===== src/rtl/keypad_pkg.sv =====
// Shared types and constants for the 4x4 keypad scanner.
package keypad_pkg;

  localparam int unsigned KEY_W = 4;

  // 5-bit candidate code; bit 4 set means no contact closed in the frame
  localparam logic [4:0] NOKEY = 5'h10;

  localparam logic [3:0] ROW_STROBE [4] = '{4'b1110, 4'b1101, 4'b1011, 4'b0111};

  typedef enum logic [1:0] {IDLE, DRIVE, EVAL} scan_state_e;

endpackage


===== src/rtl/keypad_event_fifo.sv =====
// Small synchronous FIFO for key events. A push into a full FIFO is accepted
// only when a pop happens in the same cycle.
module keypad_event_fifo #(
  parameter int unsigned DEPTH = 4,
  parameter int unsigned WIDTH = 4
) (
  input  logic             clock,
  input  logic             reset,
  input  logic             push,
  input  logic [WIDTH-1:0] push_data,
  input  logic             pop,
  output logic [WIDTH-1:0] head,
  output logic             full,
  output logic             empty
);

  localparam int unsigned AW = $clog2(DEPTH);

  logic [WIDTH-1:0] mem_q [DEPTH];
  logic [AW-1:0]    wr_ptr_q, rd_ptr_q;
  logic [AW:0]      count_q;
  logic             do_push, do_pop;

  assign empty   = (count_q == '0);
  assign full    = (count_q == (AW+1)'(DEPTH));
  assign do_pop  = pop && !empty;
  assign do_push = push && (!full || do_pop);
  assign head    = empty ? '0 : mem_q[rd_ptr_q];

  always_ff @(posedge clock) begin
    if (reset) begin
      wr_ptr_q <= '0;
      rd_ptr_q <= '0;
      count_q  <= '0;
    end else begin
      if (do_push) wr_ptr_q <= wr_ptr_q + AW'(1);
      if (do_pop)  rd_ptr_q <= rd_ptr_q + AW'(1);
      count_q <= count_q + (AW+1)'(do_push) - (AW+1)'(do_pop);
    end
  end

  always_ff @(posedge clock) begin
    if (do_push) mem_q[wr_ptr_q] <= push_data;
  end

endmodule


===== src/rtl/keypad_scan_ctrl.sv =====
// 4x4 keypad scanner: row strobing, column synchroniser, whole-frame debounce and
// an event FIFO delivering one code per debounced press.
module keypad_scan_ctrl
  import keypad_pkg::*;
#(
  parameter int unsigned SETTLE_CYCLES   = 8,
  parameter int unsigned DEBOUNCE_FRAMES = 4,
  parameter int unsigned FIFO_DEPTH      = 4
) (
  input  logic             clock,
  input  logic             reset,
  input  logic             enable,
  output logic [3:0]       row,
  input  logic [3:0]       col,
  output logic [KEY_W-1:0] key_code,
  output logic             key_valid,
  input  logic             key_ready,
  output logic             key_held,
  output logic             multi_key,
  output logic             overflow
);

  localparam int unsigned   DwellW    = $clog2(SETTLE_CYCLES);
  localparam int unsigned   CntW      = $clog2(DEBOUNCE_FRAMES + 1);
  localparam logic [DwellW-1:0] DwellLast = DwellW'(SETTLE_CYCLES - 1);
  localparam logic [CntW-1:0]   CntMax    = CntW'(DEBOUNCE_FRAMES);

  scan_state_e       state_q, state_d;
  logic [1:0]        idx_q, idx_d;
  logic [DwellW-1:0] dwell_q, dwell_d;
  logic [15:0]       frame_q, frame_d;
  logic [4:0]        prev_cand_q, prev_cand_d;
  logic [CntW-1:0]   stable_cnt_q, stable_cnt_d;
  logic              held_q, held_d;
  logic              multi_q, multi_d;
  logic              overflow_q, overflow_d;
  logic [3:0]        col_meta_q, col_sync_q;

  logic [4:0] cand;
  logic       many;
  logic       push, pop, fifo_full, fifo_empty;

  // Frame bit r*4+c is low when row r / column c was closed.
  always_comb begin
    cand = NOKEY;
    many = 1'b0;
    for (int i = 15; i >= 0; i--) begin
      if (!frame_q[i]) begin
        if (cand != NOKEY) many = 1'b1;
        cand = 5'(i);
      end
    end
  end

  always_comb begin
    state_d      = state_q;
    idx_d        = idx_q;
    dwell_d      = dwell_q;
    frame_d      = frame_q;
    prev_cand_d  = prev_cand_q;
    stable_cnt_d = stable_cnt_q;
    held_d       = held_q;
    multi_d      = multi_q;
    push         = 1'b0;
    unique case (state_q)
      IDLE: begin
        idx_d   = '0;
        dwell_d = '0;
        if (enable) state_d = DRIVE;
      end
      DRIVE: begin
        if (dwell_q == DwellLast) begin
          dwell_d = '0;
          if (!enable) begin
            state_d = IDLE;
            idx_d   = '0;
          end else begin
            frame_d[{idx_q, 2'b00} +: 4] = col_sync_q;
            if (idx_q == 2'd3) begin
              state_d = EVAL;
              idx_d   = '0;
            end else begin
              idx_d = idx_q + 2'd1;
            end
          end
        end else begin
          dwell_d = dwell_q + DwellW'(1);
        end
      end
      EVAL: begin
        state_d     = enable ? DRIVE : IDLE;
        multi_d     = many;
        prev_cand_d = cand;
        if (cand != prev_cand_q) stable_cnt_d = CntW'(1);
        else if (stable_cnt_q != CntMax) stable_cnt_d = stable_cnt_q + CntW'(1);
        // A different key while held is ignored until a release debounces.
        if (stable_cnt_d == CntMax) begin
          if (cand == NOKEY) begin
            held_d = 1'b0;
          end else if (!held_q) begin
            push   = 1'b1;
            held_d = 1'b1;
          end
        end
      end
      default: state_d = IDLE;
    endcase
  end

  assign pop        = key_valid && key_ready;
  assign overflow_d = overflow_q || (push && fifo_full && !pop);

  always_ff @(posedge clock) begin
    if (reset) begin
      state_q      <= IDLE;
      idx_q        <= '0;
      dwell_q      <= '0;
      frame_q      <= '1;
      prev_cand_q  <= NOKEY;
      stable_cnt_q <= '0;
      held_q       <= 1'b0;
      multi_q      <= 1'b0;
      overflow_q   <= 1'b0;
      col_meta_q   <= 4'hF;
      col_sync_q   <= 4'hF;
    end else begin
      state_q      <= state_d;
      idx_q        <= idx_d;
      dwell_q      <= dwell_d;
      frame_q      <= frame_d;
      prev_cand_q  <= prev_cand_d;
      stable_cnt_q <= stable_cnt_d;
      held_q       <= held_d;
      multi_q      <= multi_d;
      overflow_q   <= overflow_d;
      col_meta_q   <= col;
      col_sync_q   <= col_meta_q;
    end
  end

  keypad_event_fifo #(
    .DEPTH(FIFO_DEPTH),
    .WIDTH(KEY_W)
  ) u_fifo (
    .clock    (clock),
    .reset    (reset),
    .push     (push),
    .push_data(cand[KEY_W-1:0]),
    .pop      (pop),
    .head     (key_code),
    .full     (fifo_full),
    .empty    (fifo_empty)
  );

  assign row       = (state_q == DRIVE) ? ROW_STROBE[idx_q] : 4'b1111;
  assign key_valid = !fifo_empty;
  assign key_held  = held_q;
  assign multi_key = multi_q;
  assign overflow  = overflow_q;

endmodule


===== config.mk =====
export PLATFORM = sky130hd
export DESIGN_NAME = keypad_scan_ctrl
export DESIGN_NICKNAME = d
export VERILOG_FILES = /design/src/rtl/keypad_pkg.sv /design/src/rtl/keypad_event_fifo.sv /design/src/rtl/keypad_scan_ctrl.sv
export SDC_FILE = /design/constraint.sdc
export NUM_CORES = 1
export LEC_CHECK = 0
export ABC_AREA = 1
export BUFFER_PORTS_ARGS = -buffer_cell sky130_fd_sc_hd__buf_2
export CORE_AREA = 2 2 81 83
export DETAILED_ROUTE_END_ITERATION = 8
export DIE_AREA = 0 0 83 85
export PLACE_DENSITY = 0.74
export SLEW_MARGIN = 10
export SYNTH_ARGS = -nofsm -noshare
export SYNTH_HDL_FRONTEND = slang
export SYNTH_SLANG_ARGS = --single-unit

===== constraint.sdc =====
create_clock -name clock -period 2.7 [get_ports clock]
set_input_delay 0.27 -clock clock [delete_from_list [all_inputs] [get_ports clock]]
set_output_delay 0.27 -clock clock [all_outputs]
set_load 0.005 [all_outputs]

; Word-level counts from Yosys, hierarchy flattened
; Memories as Yosys holds them, arrays and structs flattened. A register that Yosys moved wholly into a read port is not among the register bits.
; Cells that the tools add are included.
[totals]
regBits = 49
mem_bits_rw = 16
out_inout_bits = 12
n_memories = 1
[memory_table]
columns = memory, words, width, rd, rd_ports_with_merged_regs, wr, line_no
row1 = u_fifo.mem_q, 4, 4, 1, 1, 1, keypad_event_fifo.sv:19  ; logic [WIDTH-1:0] mem_q [DEPTH];
[classes]
addsub = 8
magnitude_cmp = 1
eq_ne = 27
shift = 2
muxes = 76
bitwise = 1
n_reduce_logical = 17
[ops]
columns = cell, count
row1 = $mux 5, 16
row2 = $ne 5x5->1 const B, 15
row3 = $mux 1, 38
row4 = $mux 2, 9
row5 = $bwmux 16, 1
row6 = $mux 4, 4
row7 = $shift 4x6->16 const A, 1
row8 = $shiftx 4x6->16, 1
row9 = $mux 3, 4
row10 = $eq 3x3->1 const B, 3
row11 = $bmux 4 s2, 1
row12 = $add 2x1->2 const B, 3
row13 = $add 3x1->3 const B, 2
row14 = $ne 3x3->1 const B, 2
row15 = $neg 4->6, 1
row16 = $pmux 2 s3, 1
row17 = $pmux 3 s2, 1
row18 = $reduce_and 3->1, 2
row19 = $eq 5x5->1 const B, 1
row20 = $logic_and 1x1->1, 5
row21 = $ne 5x5->1, 1
row22 = $eq 2x2->1 const B, 2
row23 = $ne 2x2->1 const B, 2
row24 = $pmux 2 s2, 1
row25 = other kinds (11), 15

; Logic depth before layout (Yosys ltp)
; Gate-level depths: netlist of run 1.
[logic_depth]
depth_word = 32
ltp_mapped = 27
depth_no_buf = 27

; By module
; From an unflattened synthesis of run 1, not the netlist that was laid out.
[unflattened]
hier_cells = 412
hier_area_um2 = 3264.4
[modules_own_cells]
columns = module, n_inst, cells_per_inst, area_each_um2
row1 = keypad_scan_ctrl, 1, 296, 2132.0
row2 = keypad_event_fifo, 1, 116, 1132.3

; Worst setup path before layout of run 1
; No wires, ideal clock.
[synth_path]
path_kind = register to register
from = reg frame_q[14]
to = reg u_fifo.count_q[2]
setup_time_ns = 0.070
arrival_ns = 2.499
setup_slack_ns = 0.131
path_stages_with_launch = 21
period_less_slack_ns = 2.569
cell_sequence = dfxtp_1 > nand2_2 > inv_2 > nand3_4 > clkinv_2 > nand2_1 > nor2_1 > nand2_1 > xor2_1 > o211ai_2 > nor2_4 > nand4_4 > nor2_4 > nand4_4 > inv_1 > ha_1 > inv_1 > fa_1 > inv_1 > o21ai_0 > a21oi_1
[synth_via]
elab_chain_cells = 24
[synth_lines]
columns = item, line_no
row1 = from (decl), keypad_scan_ctrl.sv:31  ; logic [15:0] frame_q, frame_d;
row2 = from (signal assigned), keypad_scan_ctrl.sv:130  ; frame_q <= frame_d;
row3 = $mux 5 * (15 in a row), keypad_scan_ctrl.sv:48  ; if (!frame_q[i]) begin
row4 = $ne 5x5->1, keypad_scan_ctrl.sv:94  ; if (cand != prev_cand_q) stable_cnt_d = CntW'(1);
row5 = $mux 3, keypad_scan_ctrl.sv:94
row6 = $mux 3, keypad_scan_ctrl.sv:65  ; unique case (state_q)
row7 = $eq 3x3->1, keypad_scan_ctrl.sv:97  ; if (stable_cnt_d == CntMax) begin
row8 = $mux 1 *, keypad_scan_ctrl.sv:97
row9 = $mux 1 *, keypad_scan_ctrl.sv:65
row10 = $logic_and 1x1->1 *, keypad_event_fifo.sv:27  ; assign do_push = push && (!full || do_pop);
row11 = via u_fifo.do_push, keypad_event_fifo.sv:22  ; logic do_push, do_pop;
row12 = $add 3x1->3 *, keypad_event_fifo.sv:38  ; count_q <= count_q + (AW+1)'(do_push) - (AW+1)'(do_pop);
row13 = $sub 3x1->3 *, keypad_event_fifo.sv:38
row14 = to (signal assigned), keypad_event_fifo.sv:38
row15 = to (decl), keypad_event_fifo.sv:21  ; logic [AW:0] count_q;
; The timed path passes the listed nets; every way through them passes the cells marked *. The select of a mux whose other input is x is not followed.
; A chain may end at the register's enable or synchronous reset.

; Final worst setup path of run 1
[layout_path]
from = reg frame_q[9]
to = reg u_fifo.count_q[1]
[layout_via]
elab_chain_cells = 19
[layout_lines]
columns = item, line_no
row1 = $mux 5 * (10 in a row), keypad_scan_ctrl.sv:48
row2 = $ne 5x5->1, keypad_scan_ctrl.sv:94
row3 = $mux 3, keypad_scan_ctrl.sv:94
row4 = $mux 3, keypad_scan_ctrl.sv:65
row5 = $eq 3x3->1, keypad_scan_ctrl.sv:97
row6 = $mux 1 *, keypad_scan_ctrl.sv:97
row7 = $mux 1 *, keypad_scan_ctrl.sv:65
row8 = $logic_and 1x1->1 *, keypad_event_fifo.sv:27
row9 = via u_fifo.do_push, keypad_event_fifo.sv:22
row10 = $add 3x1->3 *, keypad_event_fifo.sv:38
row11 = $sub 3x1->3 *, keypad_event_fifo.sv:38
; Marks and branches as above.

==> summary.md, run 1 <==
| Metric | Value |
|---|---|
| Most used DFF post-synth | `dfxtp_1` |
| Clk buf depth | `2` |
| Post-synth EDFFs | `16` |
| Die Wd | `83 µm` |
| Final hold violation count | `0` |
| Wire length per cell | `12.2 µm` |
| Synthesized Nets | `422` |
| Lkg Pwr | `0.00171 µW` |
| Buf/Inv on CP | `2` |
| Drt pass-1 iters | `4` |
| Area leader, netlist | `dfxtp_1` |
| Maximum number of pins on one net before global-route repair | `39` |
| Synth top cells by count | `nand2_1, inv_1, dfxtp_1, nor2_1, a21oi_1` |
| Critical Path End Type | `flop` |
| Ports | `20` |
| Netlist cell types | `37` |
| Met1 Use GR | `24.0%` |
| P per Cell Area | `631 nW/µm²` |
| Core ar. | `6200 µm²` |
| Vias per cell | `5.19` |
| Register bit total from synthesis | `67` |
| Final worst slack | `0.0709 ns` |
| Global Route Usage Sum | `19.0%` |
| Worst slew margin | `55.3%` |
| Post-Synth Adder-Cell Area | `7.89%` |
| Outcome | `finished, final reports clean` |
| Hpwl dp | `4590 µm` |
| Clock transition at path regs | `0.07 ns` |
| CP arrival | `2.85 ns` |
| Yosys top cell area share | `31.5%` |
| Finish-stage setup viols | `0` |
| Clk_skew | `0.0110 ns` |
| Slew Viols, Final | `0` |
| Cell mode on critical path | `nor2_2` |
| Antenna-violating nets left | `0` |
| CTS HTree Levels | `3` |
| Clk sinks | `67` |
| Total wire length | `6340 µm` |
| Synth-to-Final Area Change | `17.7%` |
| Initial antenna violation count | `0` |
| Sequential share of the synthesized area | `46.4%` |
| Vias in the first global route | `2487` |
| GR Util met2 | `30.7%` |
| Layout cell share with drive strength beyond 1 | `23.0%` |
| Tmin final | `2.63 ns` |
| Area of the mapped netlist | `3240 µm²` |
| Root buffer cell | `clkbuf_8` |
| Dpl cells | `499` |
| CTS tree | `built` |
| Site Rows | `29` |
| Peak supply drop | `0.365 mV` |
| Period utilization | `97.4%` |
| TritonCTS Buffers | `9` |
| Final nets | `465` |
| Final global-route overflow total | `0` |
| Clock latency on the worst-skew pair | `0.35 ns` |
| WHS | `0.106 ns` |
| Syn avg cell area | `8.19 µm²` |
| Die area | `7060 µm²` |
| GP Congestion | `0.820` |
| Multiplexer area fraction after synthesis | `0%` |
| # diodes | `0` |
| Simple-Gate Fraction of Synth Area | `22.1%` |
| RSZ-0062 raised after global routing | `yes` |
| PortBufs | `19` |
| Pre-CTS setup slack | `0.00166 ns` |
| Slowest-stage cell, CP | `fa_2` |
| Max-cap violations | `0` |
| Die height | `85 µm` |
| Combinational family with the most area after synthesis | `simple AND/OR/NAND/NOR gates` |
| Fill count | `517` |
| Hold crit path type | `in2reg` |
| Initial DRC count | `166` |
| Sequence of cells on the critical path | `nand2_1, nor2_2, nand2_1, nand3_1, nand3_1, xnor2_1, nor2_2, o211ai_2, nor2_4, nand4_4, nor2_4, nand4_4, inv_2, ha_4, inv_2, fa_2, nor2_2` |
| Gr busiest metal | `met2` |
| Compound-Gate Fraction of Synth Area | `14.3%` |
| CP required | `2.92 ns` |
| Via count | `2698` |
| DRC | `0` |
| Critical path launch point type | `flop` |
| Tot Pwr | `2400 µW` |
| Post-route insts no fill | `520` |
| Mapped Cells | `395` |
| Async SR Flop Fraction | `0%` |
| Crit path kind | `reg2reg` |
| Slew @ Worst Pin | `0.671 ns` |
| Fmax | `380 MHz` |
| First-pass GRT wire length | `10700 µm` |
| Met3 usage | `3.79%` |
| CP Max Fanout | `4` |
| CP delay by family, top | `simple AND/OR/NAND/NOR gates` |
| Most frequent cell after synthesis | `nand2_1` |
| Dominant cells by area after synthesis | `dfxtp_1, edfxtp_1, nand2_1` |
| Crit-path max cell delay | `0.53 ns` |
| Ys Warns | `0` |
| Post-Synth XOR/XNOR Area | `1.62%` |
| Starting Density | `52.2%` |
[power by group]
part	internal [µW]	total (µW)	switching (µW)	leakage (µW)
sequential	1070	1130	59.5	0.000561
clock	434	834	401	0.000102
combinational	185	437	252	0.00105
[worst register-to-register path: stages (launching register included)]
cell,delay [ns]
dfxtp_1,0.37
nand2_1,0.11
nor2_2,0.12
nand2_1,0.06
nand3_1,0.08
nand3_1,0.11
xnor2_1,0.16
nor2_2,0.09
o211ai_2,0.11
nor2_4,0.15
nand4_4,0.10
nor2_4,0.16
nand4_4,0.09
inv_2,0.07
ha_4,0.12
inv_2,0.03
fa_2,0.53
nor2_2,0.04
[metal layers]
layer  vias up  routed length, µm
met2        56               3060
met5         -                  0
li1       1392                  -
met4         0                 89
met1      1240               2930
met3        10                265
[registers in the layout, indices dropped and copies added (netlist names), named ones only]
| signal | count |
|---|---|
| u_fifo.mem_q | 16 |
| prev_cand_q | 5 |
| u_fifo.count_q | 3 |
| col_meta_q | 4 |
| key_held | 1 |
| idx_q | 2 |
| stable_cnt_q | 3 |
| dwell_q | 3 |
| multi_key | 1 |
| u_fifo.rd_ptr_q | 2 |
| overflow | 1 |
| state_q | 2 |
| frame_q | 16 |
| col_sync_q | 4 |
| u_fifo.wr_ptr_q | 2 |
[what timing repair did]
item	4_1_cts	5_1_grt
endpoints found under the setup margin	1	18
pin swaps	0	15
hold buffers	0	0
gates resized for setup	1	29
hold endpoints to repair	0	0
setup buffers	0	5
[per-stage QoR]
stage / setup TNS (ns) / cell area (µm²) / util, %
2_1_floorplan: 0 / 3240 / -
3_3_place_gp: 0 / 3500 / 56.5
3_5_place_dp: 0 / 3500 / 56.5
4_1_cts: 0 / 3700 / 59.7
5_1_grt: -0.229 / 3810 / 61.4
6_report: 0 / 3810 / 61.4
[layout by cell type (no fill, tap or decap), drive strengths merged, types with 4 or more instances in the layout]
cell / synthesis / routed
a21oi: 35 / 35
edfxtp: 16 / 16
nor2: 48 / 48
inv: 56 / 59
dfxtp: 51 / 51
nor3: 7 / 7
buf: 2 / 38
nand3: 17 / 17
ha: 18 / 18
or2: 8 / 8
xnor2: 4 / 4
nand2: 69 / 69
o21ai: 29 / 29
clkbuf: 4 / 9
nand4: 5 / 5
a31oi: 9 / 9
clkinv: 2 / 4
[path summary, 6_finish.rpt]
path                                    start  slack (ns)           endpoint  cells past startpoint
worst max-delay path               frame_q[9]        0.07  u_fifo.count_q[1]                     17
worst min-delay path                   col[0]        0.11      col_meta_q[0]                      2
worst min register to register  col_meta_q[0]        0.41      col_sync_q[0]                      1
worst max register to register     frame_q[9]        0.07  u_fifo.count_q[1]                     17
[cell type report]
class	instances	area, µm²	share of cell area (%)
Tap cell	77	96.3	2.53
Inverter	58	220	5.78
Multi-Input combinational cell	264	1550	40.6
Timing Repair Buffer	38	238	6.24
Clock inverter	7	76.3	2.00
Clock buffer	9	124	3.25
Sequential cell	67	1510	39.6
[cell families after synthesis]
group | Yosys count
xor gates and xnor gates | 6
and+or+nand+nor | 155
adders and majority gates | 20
buffers and inverters | 64
AOI/OAI and AO/OA | 83
DFF | 67
(Power assumes the default switching activity.)
==> run 2, diff against run 1 <==
- PLACE_DENSITY: 0.74 -> 0.73
==> run 2 against run 1 <==
Against the previous run:
- global-route usage up 0.22 points
- worst hold slack about the same
- flip-flop and latch count unchanged
- critical path depth up 8
- setup slack worse by 0.044 ns
- final area up 1.8%
- largest cell class unchanged
- via count down 1.3%
==> summary.md, run 2 (synthesis results as in run 1) <==
| Metric | Value |
|---|---|
| Fmax | `374 MHz (-1.6%)` |
| Max-cap violations | `0 (unchanged)` |
| WHS | `0.106 ns (+0.000175 ns)` |
| Clock transition at path regs | `0.07 ns (about the same)` |
| # diodes | `0 (unchanged)` |
| Clock latency on the worst-skew pair | `0.34 ns (about the same)` |
| Wire length per cell | `12.5 µm (+2.5%)` |
| Worst slew margin | `56.2% (+0.94 points)` |
| TritonCTS Buffers | `9 (unchanged)` |
| Starting Density | `52.2% (unchanged)` |
| First-pass GRT wire length | `10800 µm (+0.91%)` |
| Initial antenna violation count | `0 (unchanged)` |
| Via count | `2664 (-1.3%)` |
| Synth-to-Final Area Change | `19.9%` |
| Total wire length | `6560 µm (+3.4%)` |
| Tmin final | `2.67 ns (+0.0439 ns)` |
| Maximum number of pins on one net before global-route repair | `39 (unchanged)` |
| Finish-stage setup viols | `0 (unchanged)` |
| Switching Power | `685 µW (-3.8%)` |
| Ports | `20 (unchanged)` |
| Switching part of the total power | `28.9% (-0.73 points)` |
| Total internal power | `1690 µW (-0.31%)` |
| DRC | `0 (unchanged)` |
| Root buffer cell | `clkbuf_8` |
| Layout cell share with drive strength beyond 1 | `25.4% (+2.4 points)` |
| Clock share of power | `34.6% (about the same)` |
| Slew Viols, Final | `0 (unchanged)` |
| Most frequent cells in the layout | `nand2_1, inv_1, dfxtp_1` |
| CP Max Fanout | `3 (-1)` |
| Antenna-violating nets left | `0 (unchanged)` |
| Clk buf depth | `2 (unchanged)` |
| Die height | `85 µm (unchanged)` |
| Lkg Pwr | `0.00173 µW (+1.3%)` |
| GP Congestion | `0.858 (+4.6%)` |
| Die area | `7060 µm² (unchanged)` |
| Commonest non-fill, non-tap cell in the layout | `nand2_1` |
| Tot Pwr | `2370 µW (-1.3%)` |
| Die Wd | `83 µm (unchanged)` |
| Vias in the first global route | `2523 (+1.4%)` |
| Clk sinks | `67 (unchanged)` |
| P per Cell Area | `612 nW/µm² (-3.1%)` |
| Combinational power share | `17.6% (-0.6 points)` |
| Fill count | `519 (+0.39%)` |
| CP required | `2.91 ns (about the same)` |
| Clk_skew | `0.00778 ns (-0.00319 ns)` |
| Fin util | `62.5% (+1.1 points)` |
| Hold crit path type | `in2reg` |
| Critical Path End Type | `flop` |
| Final global-route overflow total | `0 (unchanged)` |
| Period utilization | `99.0% (+1.6 points)` |
| CTS HTree Levels | `3 (unchanged)` |
| Slew @ Worst Pin | `0.657 ns (-0.0141 ns)` |
| Hold-fix buffers, CTS | `0 (unchanged)` |
| Outcome | `finished, final reports clean` |
| Core ar. | `6200 µm² (unchanged)` |
| Sequential share of power | `47.8% (+0.7 points)` |
| Crit path kind | `reg2reg` |
| Drt pass-1 iters | `5 (+1)` |
| Initial DRC count | `99 (-40%)` |
| Final hold violation count | `0 (unchanged)` |
| Hpwl dp | `4660 µm (+1.7%)` |
| Site Rows | `29 (unchanged)` |
| CP arrival | `2.89 ns (+0.04 ns)` |
| Peak supply drop | `0.362 mV (-0.74%)` |
| Reg-to-reg setup timing slack | `0.03 ns (-0.04 ns)` |
| Global Route Usage Sum | `19.2% (+0.22 points)` |
| Critical path launch point type | `flop` |
| FF+latch area | `1510 µm² (+0.25%)` |
| Footprint of the multi-input gates | `1580 µm² (+1.9%)` |
| PortBufs | `19 (unchanged)` |
| RSZ-0062 raised after global routing | `yes` |
| Final nets | `470 (+1.1%)` |
| Vias per cell | `5.07 (-2.2%)` |
| TNS Setup | `0 ns (unchanged)` |
| Largest registers | `frame_q (16), u_fifo.mem_q (16), prev_cand_q (5)` |
| CTS tree | `built` |
==> run 2: repair_timing <==
action / 4_1_cts / 5_1_grt
endpoints found under the setup margin: 1 / 18
endpoints found under the hold margin: 0 / 0
setup buffers: 0 / 11
gates resized for setup: 2 / 37
pin swaps: 0 / 13
==> run 2: layer usage <==
metal / wire, µm / global-route usage [%] / share of wire [%]
met3: 201 / 5.45 / 3.1
met2: 3250 / 32.6 / 50
met4: 153 / 9.54 / 2.3
met5: 0 / 0 / 0
met1: 2960 / 22.3 / 45
==> run 2: path summary, 6_finish.rpt <==
check	from	end	cells past startpoint
max	frame_q[15]	u_fifo.count_q[1]	25
min reg2reg	col_meta_q[0]	col_sync_q[0]	1
max reg2reg	frame_q[15]	u_fifo.count_q[1]	25
min	col[1]	col_meta_q[1]	2
==> run 2: area by class of cell <==
class	count	area share [%]
clock buffer	9	3.19
sequential	67	39.0
timing repair buffer	43	7.09
tap	77	2.48
multi-input combinational	264	40.6
inverter	58	5.68
clock inverter	7	1.97
==> run 2: power by group through the flow <==
stage                     Combinational [µW]  Clock [µW]  Sequential [µW]
after global routing                     485         899             1140
after CTS                                398         842             1130
after global placement                   382           0             1150
final                                    417         821             1130
after floorplan                          273           0             1130
after detailed placement                 396           0             1160
==> run 2: critical path, cell delays in order, from the launching register on <==
cell     delay, ns
dfxtp_2       0.34
inv_2         0.05
nand2_1       0.04
nand2_1       0.06
nand2_1       0.07
nand2_2       0.09
nand2_2       0.05
nand2_1       0.05
nand2_1       0.05
nand2_1       0.05
nand2_1       0.05
nand2_1       0.05
nand2_1       0.05
nand2_1       0.05
nand2_1       0.06
nand2_2       0.09
nand2_2       0.07
nand2_2       0.11
nand4_4       0.13
nor2_4        0.16
nand4_4       0.09
inv_2         0.08
ha_4          0.12
inv_2         0.03
fa_2          0.51
nor2_1        0.04
==> run 2: per-stage QoR <==
step	instance area (µm²)	setup WS [ns]	instances
3_3_place_gp	3500	0.0648	498
3_5_place_dp	3500	-0.0217	498
4_1_cts	3700	0.0106	514
2_1_floorplan	3240	0.131	395
6_report	3880	0.0270	525
5_1_grt	3880	-0.139	525
==> run 3, diff against run 2 <==
- ABC_AREA: 1 -> not set
==> run 3 against run 2 <==
Against the previous run:
- the run now ends with negative setup slack left
- first-iteration DRC count increased by 23%
- final area increased by 8.8%
- final cell count decreased by 8.2%
- clock-buffer cell count unchanged
- core utilization increased by 5.5 points
- critical path type unchanged
- largest cell class unchanged
- highest routed layer unchanged
==> summary.md, run 3 <==
| Metric | Value |
|---|---|
| Critical Path End Type | `flop` |
| CTS tree | `built` |
| Mapped Cells | `318 (-19%)` |
| Die Wd | `83 µm (unchanged)` |
| Post-route cell area | `4220 µm² (+8.8%)` |
| Async SR Flop Fraction | `0% (unchanged)` |
| Final nets | `427 (-9.1%)` |
| Worst slew margin | `43.0% (-13 points)` |
| Maximum number of pins on one net before global-route repair | `29 (-26%)` |
| Total wire length | `7060 µm (+7.5%)` |
| CP required | `2.94 ns (+0.03 ns)` |
| CTS HTree Levels | `3 (unchanged)` |
| Register bit total from synthesis | `67 (unchanged)` |
| Max-cap violations | `0 (unchanged)` |
| Clk sinks | `67 (unchanged)` |
| Initial DRC count | `122 (+23%)` |
| Clock latency on the worst-skew pair | `0.36 ns (+0.02 ns)` |
| CP Max Fanout | `4 (+1)` |
| Worst r2r src | `frame_q[2]` |
| PortBufs | `19 (unchanged)` |
| First-pass GRT wire length | `11800 µm (+8.9%)` |
| Ports | `20 (unchanged)` |
| Final hold violation count | `0 (unchanged)` |
| Most frequent cells in the layout | `buf_4, dfxtp_1, nand2_1` |
| Global Route Usage Sum | `21.0% (+1.8 points)` |
| Finish-stage setup viols | `2 (+2)` |
| Sequential share of the synthesized area | `46.2% (-0.14 points)` |
| Lkg Pwr | `0.00181 µW (+4.2%)` |
| RSZ-0062 raised after global routing | `yes` |
| Area of the mapped netlist | `3250 µm² (+0.31%)` |
| Peak supply drop | `0.444 mV (+23%)` |
| Antenna-violating nets left | `0 (unchanged)` |
| Crit path kind | `reg2reg` |
| Most frequent cell after synthesis | `dfxtp_1` |
| Tmin final | `2.86 ns (+0.190 ns)` |
| Reg-to-reg setup timing slack | `-0.16 ns (-0.19 ns)` |
| # diodes | `0 (unchanged)` |
| Synth-to-Final Area Change | `30.1%` |
| TNS Setup | `-0.189 ns (-0.189 ns)` |
| GP Congestion | `0.833 (-2.9%)` |
| Hold crit path type | `in2reg` |
| Initial antenna violation count | `0 (unchanged)` |
| Wire length per cell | `14.6 µm (+17%)` |
| Hold-fix buffers, CTS | `0 (unchanged)` |
| Die area | `7060 µm² (unchanged)` |
| CP arrival | `3.10 ns (+0.21 ns)` |
| Die height | `85 µm (unchanged)` |
| Synth top cells by count | `dfxtp_1, nand2_1, nor2_1, inv_1` |
| Period utilization | `106% (+7.0 points)` |
| Vias in the first global route | `2587 (+2.5%)` |
| Fmax | `349 MHz (-6.6%)` |
| Syn avg cell area | `10.2 µm² (+25%)` |
| Slew Viols, Final | `0 (unchanged)` |
| Starting Density | `52.3% (+0.16 points)` |
| Commonest non-fill, non-tap cell in the layout | `buf_4` |
| Hpwl dp | `4930 µm (+5.8%)` |
| Dominant cells by area after synthesis | `dfxtp_1, edfxtp_1, ha_1` |
| Area leader, netlist | `dfxtp_1` |
| Clk buf depth | `2 (unchanged)` |
| Most used DFF post-synth | `dfxtp_1` |
| Violated checks | `negative setup slack` |
| Final worst slack | `-0.163 ns (-0.190 ns)` |
| Slew @ Worst Pin | `0.844 ns (+0.187 ns)` |
| Via count | `2654 (-0.38%)` |
| Yosys top cell area share | `31.4% (-0.097 points)` |
| Clk_skew | `0.00834 ns (+0.000559 ns)` |
| Root buffer cell | `clkbuf_8` |
| Clock transition at path regs | `0.08 ns (about the same)` |
| Fin util | `68.1% (+5.5 points)` |
| P per Cell Area | `568 nW/µm² (-7.1%)` |
| Synthesized Nets | `345 (-18%)` |
| Drt pass-1 iters | `4 (-1)` |
| Critical path launch point type | `flop` |
| Vias per cell | `5.51 (+8.5%)` |
| Site Rows | `29 (unchanged)` |
| Layout cell share with drive strength beyond 1 | `40.0% (+15 points)` |
| HP Start | `col[1]` |
| Pre-CTS setup slack | `-0.273 ns (-0.251 ns)` |
| Outcome | `finished, violations left` |
| Tot Pwr | `2400 µW (+1.1%)` |
| Post-synth EDFFs | `16 (unchanged)` |
| DRC | `0 (unchanged)` |
| TritonCTS Buffers | `9 (unchanged)` |
| Final global-route overflow total | `0 (unchanged)` |
| CP Launch Point | `frame_q[2]` |
| Core ar. | `6200 µm² (unchanged)` |
| Placed Area | `3810 µm² (+9.0%)` |
| Largest registers | `frame_q (16), u_fifo.mem_q (16), prev_cand_q (5)` |
| Netlist cell types | `58 (+57%)` |
| Fill count | `446 (-14%)` |
| Ys Warns | `0 (unchanged)` |
## run 3: changes by cell type after synthesis, moves of 15 or more
cell and change:
nor2_1 -22, a21oi_1 -17, inv_1 -34, o21ai_0 -15, nand2_1 -37, a221o_1 +16
## run 3: path summary, 6_finish.rpt
kind	end	cells after the start
max	u_fifo.count_q[2]	12
min	col_meta_q[1]	2
min reg2reg	col_sync_q[2]	1
max reg2reg	u_fifo.count_q[2]	12
## run 3: layout make-up
type	count	area, µm²	area share (%)
Multi-Input combinational cell	221	1730	40.9
Sequential cell	67	1530	36.1
Timing Repair Buffer	82	576	13.6
Clock buffer	9	124	2.93
Clock inverter	7	100	2.37
Tap cell	77	96.3	2.28
Inverter	19	71.3	1.69
## run 3: metal layers
metal / up-vias / GRT usage (%) / part of all wire (%)
li1: 1330 / - / -
met1: 1255 / 25.4 / 43
met2: 50 / 35.0 / 50
met3: 19 / 5.06 / 3.5
met4: 0 / 10.7 / 3.1
met5: - / 0 / 0
## run 3: where the power goes
group / internal (µW) / switching (µW) / leakage (µW)
registers: 1070 / 50.9 / 0.000557
logic: 192 / 158 / 0.00114
clock network: 525 / 402 / 0.000114
## run 3: critical path: stages, from the launching register on
cell,delay (ns)
dfxtp_4,0.36
buf_4,0.13
nand4_4,0.10
a221o_1,0.32
or4_4,0.49
a2111oi_4,0.23
and3_4,0.27
ha_4,0.13
inv_2,0.03
fa_2,0.32
xor2_1,0.17
xnor2_1,0.14
nor2_1,0.05
## run 3: timing repair
| item | 4_1_cts | 5_1_grt |
|---|---|---|
| setup endpoints to repair | 2 | 19 |
| endpoints found under the hold margin | 0 | 0 |
| resized for setup | 20 | 19 |
| buffers inserted | 8 | 2 |
| pin swaps | 5 | 9 |
## run 3: through the flow
step                      hold slack [ns]  instances
after floorplan                     0.374        318
after global placement              0.392        456
after detailed placement            0.395        456
after CTS                          0.0837        480
after global routing               0.0866        482
final                              0.0944        482
## run 3: cell families after synthesis
family,Yosys count,share of synthesized area [%]
compound gates,70,16.2
xor+xnor,4,1.08
fa+ha+maj,21,8.17
buf+inv,30,4.32
flops,67,46.2
mux,6,3.55
simple gates,120,20.4
